==> src/rtl/toy_stdin_uart.sv <==
// UART-to-stdin producer: 8N1 receiver, big-endian byte pairing into 16-bit
// TOY words, and a first-word-fall-through FIFO feeding the core.
module toy_stdin_uart #(
  parameter int CLKS_PER_BIT = 434,
  parameter int DEPTH        = 16
) (
  input  logic                       clk_i,
  input  logic                       rst_i,
  input  logic                       rx_i,
  output logic                       in_val_o,
  output logic [15:0]                in_data_o,
  input  logic                       in_rdy_i,
  input  logic                       flush_i,
  output logic [$clog2(DEPTH+1)-1:0] level_o,
  output logic                       half_o,
  output logic                       overrun_o,
  output logic                       frame_err_o
);

  localparam int CW = $clog2(CLKS_PER_BIT);
  localparam int PW = $clog2(DEPTH);
  localparam int LW = $clog2(DEPTH+1);

  typedef enum logic [1:0] {IDLE, START, DATA, STOP} state_t;

  state_t        state, state_n;
  logic [CW-1:0] cnt, cnt_n;
  logic [2:0]    bit_idx, bit_idx_n;
  logic [7:0]    shreg, shreg_n;
  logic          byte_stb, stop_err;
  logic          rx_m, rx_s, rx_q;

  logic [7:0]    hi;
  logic [15:0]   mem [DEPTH];
  logic [PW-1:0] wptr, rptr;
  logic          full, push, pop, push_ok;

  // Two-flop synchronizer plus one history flop for falling-edge detection
  always_ff @(posedge clk_i or posedge rst_i) begin
    if (rst_i) begin
      rx_m <= 1'b1;
      rx_s <= 1'b1;
      rx_q <= 1'b1;
    end else begin
      rx_m <= rx_i;
      rx_s <= rx_m;
      rx_q <= rx_s;
    end
  end

  // RX state, bit timer, bit index and shift register
  always_ff @(posedge clk_i or posedge rst_i) begin
    if (rst_i) begin
      state   <= IDLE;
      cnt     <= '0;
      bit_idx <= '0;
      shreg   <= '0;
    end else begin
      state   <= state_n;
      cnt     <= cnt_n;
      bit_idx <= bit_idx_n;
      shreg   <= shreg_n;
    end
  end

  // RX next-state: IDLE reacts to a falling edge only, so a line stuck low
  // after a framing error is not re-framed until it goes high and falls again
  always_comb begin
    state_n   = state;
    cnt_n     = cnt;
    bit_idx_n = bit_idx;
    shreg_n   = shreg;
    byte_stb  = 1'b0;
    stop_err  = 1'b0;
    case (state)
      IDLE: begin
        if (rx_q && !rx_s) begin
          cnt_n   = CW'(CLKS_PER_BIT/2 - 1);
          state_n = START;
        end
      end
      START: begin
        if (cnt == '0) begin
          if (rx_s) begin
            state_n = IDLE;
          end else begin
            state_n   = DATA;
            cnt_n     = CW'(CLKS_PER_BIT - 1);
            bit_idx_n = '0;
          end
        end else begin
          cnt_n = cnt - CW'(1);
        end
      end
      DATA: begin
        if (cnt == '0) begin
          shreg_n = {rx_s, shreg[7:1]};
          cnt_n   = CW'(CLKS_PER_BIT - 1);
          if (bit_idx == 3'd7) state_n = STOP;
          else                 bit_idx_n = bit_idx + 3'd1;
        end else begin
          cnt_n = cnt - CW'(1);
        end
      end
      STOP: begin
        if (cnt == '0) begin
          state_n = IDLE;
          if (rx_s) byte_stb = 1'b1;
          else      stop_err = 1'b1;
        end else begin
          cnt_n = cnt - CW'(1);
        end
      end
      default: state_n = IDLE;
    endcase
  end

  assign full    = (level_o == LW'(DEPTH));
  assign pop     = in_val_o && in_rdy_i;
  assign push    = byte_stb && half_o && !flush_i;
  assign push_ok = push && (!full || pop);

  // Word assembler and framing flag; a bad stop bit also drops a held high byte
  always_ff @(posedge clk_i or posedge rst_i) begin
    if (rst_i) begin
      hi          <= '0;
      half_o      <= 1'b0;
      frame_err_o <= 1'b0;
    end else if (flush_i) begin
      hi          <= '0;
      half_o      <= 1'b0;
      frame_err_o <= 1'b0;
    end else begin
      if (stop_err) begin
        frame_err_o <= 1'b1;
        half_o      <= 1'b0;
      end
      if (byte_stb) begin
        if (!half_o) begin
          hi     <= shreg;
          half_o <= 1'b1;
        end else begin
          half_o <= 1'b0;
        end
      end
    end
  end

  // FIFO storage
  always_ff @(posedge clk_i) begin
    if (push_ok) mem[wptr] <= {hi, shreg};
  end

  // FIFO pointers, level and overrun; flush wins over push and pop
  always_ff @(posedge clk_i or posedge rst_i) begin
    if (rst_i) begin
      wptr      <= '0;
      rptr      <= '0;
      level_o   <= '0;
      overrun_o <= 1'b0;
    end else if (flush_i) begin
      wptr      <= '0;
      rptr      <= '0;
      level_o   <= '0;
      overrun_o <= 1'b0;
    end else begin
      if (push_ok) wptr <= wptr + PW'(1);
      if (pop)     rptr <= rptr + PW'(1);
      if (push_ok && !pop)      level_o <= level_o + LW'(1);
      else if (!push_ok && pop) level_o <= level_o - LW'(1);
      if (push && full && !pop) overrun_o <= 1'b1;
    end
  end

  assign in_val_o  = (level_o != '0);
  assign in_data_o = in_val_o ? mem[rptr] : '0;

endmodule
==> config.mk <==
export PLATFORM = sky130hd
export DESIGN_NAME = toy_stdin_uart
export DESIGN_NICKNAME = d
export VERILOG_FILES = /design/src/rtl/toy_stdin_uart.sv
export SDC_FILE = /design/constraint.sdc
export NUM_CORES = 1
export LEC_CHECK = 0
export ABC_AREA = 1
export BUFFER_PORTS_ARGS = -buffer_cell sky130_fd_sc_hd__clkbuf_2
export CORE_UTILIZATION = 55
export CTS_CLUSTER_DIAMETER = 150
export DETAILED_ROUTE_END_ITERATION = 10
export PLACE_DENSITY = 0.75
export SLEW_MARGIN = 25
export SYNTH_ARGS = -nofsm -noshare
export SYNTH_HDL_FRONTEND = slang
export SYNTH_SLANG_ARGS = --single-unit
==> constraint.sdc <==
create_clock -name clk_i -period 2.7 [get_ports clk_i]
set_clock_uncertainty 0.05 [all_clocks]
set_input_delay 0.54 -clock clk_i [delete_from_list [all_inputs] [get_ports clk_i]]
set_output_delay 0.54 -clock clk_i [all_outputs]
set_load 0.02 [all_outputs]
==> impl_metrics.yaml <==
sta:
  layout_worst_path_cycle_share: 1.09
  worstMarginPinSlew_ns: 0.601
  slew_violations: 0
  setup_ws_ns: -0.248
  hold_viol: 0
  setup_viol: 16
  finalCriticalPeriod_ns: 2.95
  max-slew-margin-rel: 0.599
  fmax_mhz: 339
  grt_setup_unrepaired: "true"
clocking:
  clk_path_buf_depth: 3
  cts-buffers-inserted: 30
  clock_sinks: 305
  tritoncts: "built"
  clock_latency_ns: 0.56
  htree_levels: 1
  path_clk_slew_ns: 0.06
  root_buffer: "clkbuf_16"
hold_path:
  holdPathStages: 1
  hold_class: "in -> reg"
  worstHoldStart: "rx_i"
  min_to: "rx_m$_DFF_PP1_"
synth:
  synthesis.area_um2: 12600
  ys_seq_area_frac: 0.708
  synth_area_per_cell_um2: 12.4
  ys_ff_latch: 305
  syn_nets: 1037
  yosysWarnings: 0
  synthCells: 1013
  yosys.cell_types.count: 38
power:
  switchingPower_uw: 4010
  p_int_uw: 8810
  pwr-share-seq: 0.414
  leakage_uw: 0.00555
  swShare: 0.313
  clkPwrFrac: 0.297
  comb_power_share: 0.290
  p_per_area_nw_per_um2: 845
  vdd_drop_max_uv: 823
placement:
  hpwl_um: 17800
  port_buffers: 29
  placedCellCount: 1319
  place_area_um2: 13500
  place.gp.congestion: 0.828
final_layout:
  nets: 1118
  syn2layout_area_growth_pct: 20.5
  finish.instance_area_um2: 15200
  antenna_cells: 0
  drive_gt1_frac: 0.195
  fin_cells: 1402
setup_path:
  rr_endpoint: "level_o[4]$_DFFE_PP0P_"
  path_cells: "clkinv_8, buf_12, buf_16, nor2_2, o221ai_1, nand3_1, a21oi_2, clkbuf_8"
  max_stage_delay_ns: 0.57
  path_max_fanout: 8
  critPathKind: "reg -> out"
  arrival_ns: 2.36
  r2r_start: "cnt[1]$_DFFE_PP0P_"
  r2r_slack_ns: 0.25
  cp_slowest_cell: "dfrtp_4"
  start_kind: "register"
  reg2reg_depth: 12
  endpoint_kind: "primary output"
  cp_data_required_time_ns: 2.11
global_route:
  grt_pass1_wl_um: 49500
  grt_max_degree: 57
  grt_remaining_overflow: 0
  antenna_found_initial: 0
  first_global_vias: 8668
  groute.usage.overall: 0.280
drt:
  drt_wl_total_um: 33400
  drtIter0Drc: 1112
  via_count: 8956
  drt_pre_antenna_iters: 5
  via_per_inst: 6.39
  drc: 0
  drt-wirelength-per-cell_um: 23.8
  final_antenna_net_count: 0
floorplanning:
  core_um2: 22600
  die_w_um: 153
  start_util: 0.558
  die-area_um2: 23500
  ios: 30
  die_h_um: 153
  num_rows: 55
status:
  status: "complete, but fails checks"
  violations: "setup timing"
job:
  drv_cap: 0
[power by group through the flow]
stage               registers [uW]  logic, uW  clock network (uW)
finish                        5300       3710                3800
global route                  5310       3960                4020
CTS                           5290       3350                3830
detailed placement            5370       2760                   0
global placement              5370       2690                   0
floorplan                     5380       1930                   0
[cell families after synthesis]
group | synth area share
AO/OA/AOI/OAI | 0.131
XOR/XNOR | 0.00278
adder cells (fa/ha/maj) | 0.0195
buffers and inverters | 0.0344
flip-flops | 0.708
AND/OR/NAND/NOR | 0.105
[cells in the mapped netlist]
cell type    n  area, um^2
o31ai_1      1        7.51
buf_2       18        90.1
buf_1        1        3.75
a22oi_1      3        22.5
nor2_8       2        40.0
o21a_1       2        15.0
clkbuf_2     1        5.00
clkbuf_1    31         116
o21ai_1      8        40.0
a21o_1       1        7.51
nand3_4      1        17.5
buf_4        4        30.0
dfrtp_1     46        1150
o22ai_1     23         144
nand4_1      3        18.8
nand4_4      1        21.3
a21oi_1     28         140
ha_1        18         225
edfxtp_1   256        7690
buf_6        1        11.3
inv_1       38         143
o221ai_1    48         420
nand3_1     45         225
nand2_4      2        22.5
nor2_4       3        33.8
clkinv_1     2        7.51
a21oi_4      1        16.3
o21ai_0    162         811
xor2_1       4        35.0
dfstp_2      3        78.8
nand2_1     61         229
nor3_1       4        20.0
nor2_1     173         649
a22o_1       1        8.76
inv_2        7        26.3
fa_1         1        20.0
a31oi_1      2        12.5
nand2_2      7        43.8
[cell usage in the layout (no fill, tap or decap), drive strengths merged, types with 4 or more instances in the layout]
master / netlist / layout
edfxtp: 256 / 256
o22ai: 23 / 23
inv: 45 / 43
o221ai: 48 / 48
dfrtp: 46 / 46
nand4: 4 / 4
nand3: 46 / 46
nor2: 178 / 178
nand2: 70 / 70
a21oi: 29 / 29
buf: 24 / 80
o21ai: 170 / 170
clkinv: 2 / 19
xor2: 4 / 4
clkbuf: 32 / 62
ha: 18 / 18
nor3: 4 / 4
[flip-flops by register name, summed over array words and instances, names as in the netlist, named ones only]
signal,flops
half_o,1
mem,256
cnt,9
frame_err_o,1
shreg,8
wptr,4
state,1
rx_m,1
rptr,4
rx_q,1
bit_idx,3
overrun_o,1
level_o,5
hi,8
rx_s,1
[layer usage]
| layer | GRT usage | up-vias | part of all wire |
|---|---|---|---|
| met3 | 0.0508 | 83 | 0.12 |
| met1 | 0.380 | 4357 | 0.37 |
| li1 | - | 3906 | - |
| met5 | 0 | - | 0 |
| met2 | 0.453 | 610 | 0.48 |
| met4 | 0.110 | 0 | 0.032 |
[worst max path at each step]
stage	slack, ns	cells past startpoint	endpoint	start
detailed placement	0.18	6	in_data_o[8]	rptr[0]$_DFFE_PP0P_
finish	-0.25	8	in_data_o[10]	rptr[0]$_DFFE_PP0P_
global route	-0.32	8	in_data_o[8]	rptr[1]$_DFFE_PP0P_
global placement	0.26	6	in_data_o[0]	rptr[0]$_DFFE_PP0P_
floorplan	0.15	10	mem[0][0]$_DFFE_PP_	cnt[0]$_DFFE_PP0P_
CTS	-0.21	7	in_data_o[0]	rptr[0]$_DFFE_PP0P_
[critical path, delay by kind of cell, from the launching register on]
family | cells | cell delay (ns)
AOI/OAI and AO/OA | 2 | 0.47
buffers and inverters | 4 | 0.59
DFF | 1 | 0.57
and+or+nand+nor | 2 | 0.17
[area by class of cell]
| class | instances | area (um^2) |
|---|---|---|
| Timing Repair Buffer | 105 | 1400 |
| Clock buffer | 38 | 781 |
| Sequential cell | 305 | 8920 |
| Tap cell | 285 | 357 |
| Inverter | 47 | 193 |
| Multi-Input combinational cell | 605 | 3410 |
| Clock inverter | 17 | 111 |
| Fill cell | 1487 | 7400 |
[timing repair]
action	CTS	global route
gates cloned	8	6
resized for setup	67	45
hold endpoints to repair	15	0
hold buffers	1	0
buffers inserted	8	5
pin swaps	12	25
setup endpoints to repair	16	17
[metrics by stage]
step	total power [uW]	hold slack [ns]	worst slack [ns]	util	setup TNS (ns)
finish	12800	0.0291	-0.248	0.672	-3.13
global route	13300	0.0142	-0.325	0.672	-4.19
CTS	12500	0.0176	-0.206	0.659	-2.70
detailed placement	8130	0.302	0.177	0.596	0
global placement	8050	0.301	0.263	0.596	0
floorplan	7310	0.295	0.151	-	0
(Power assumes the default switching activity.)
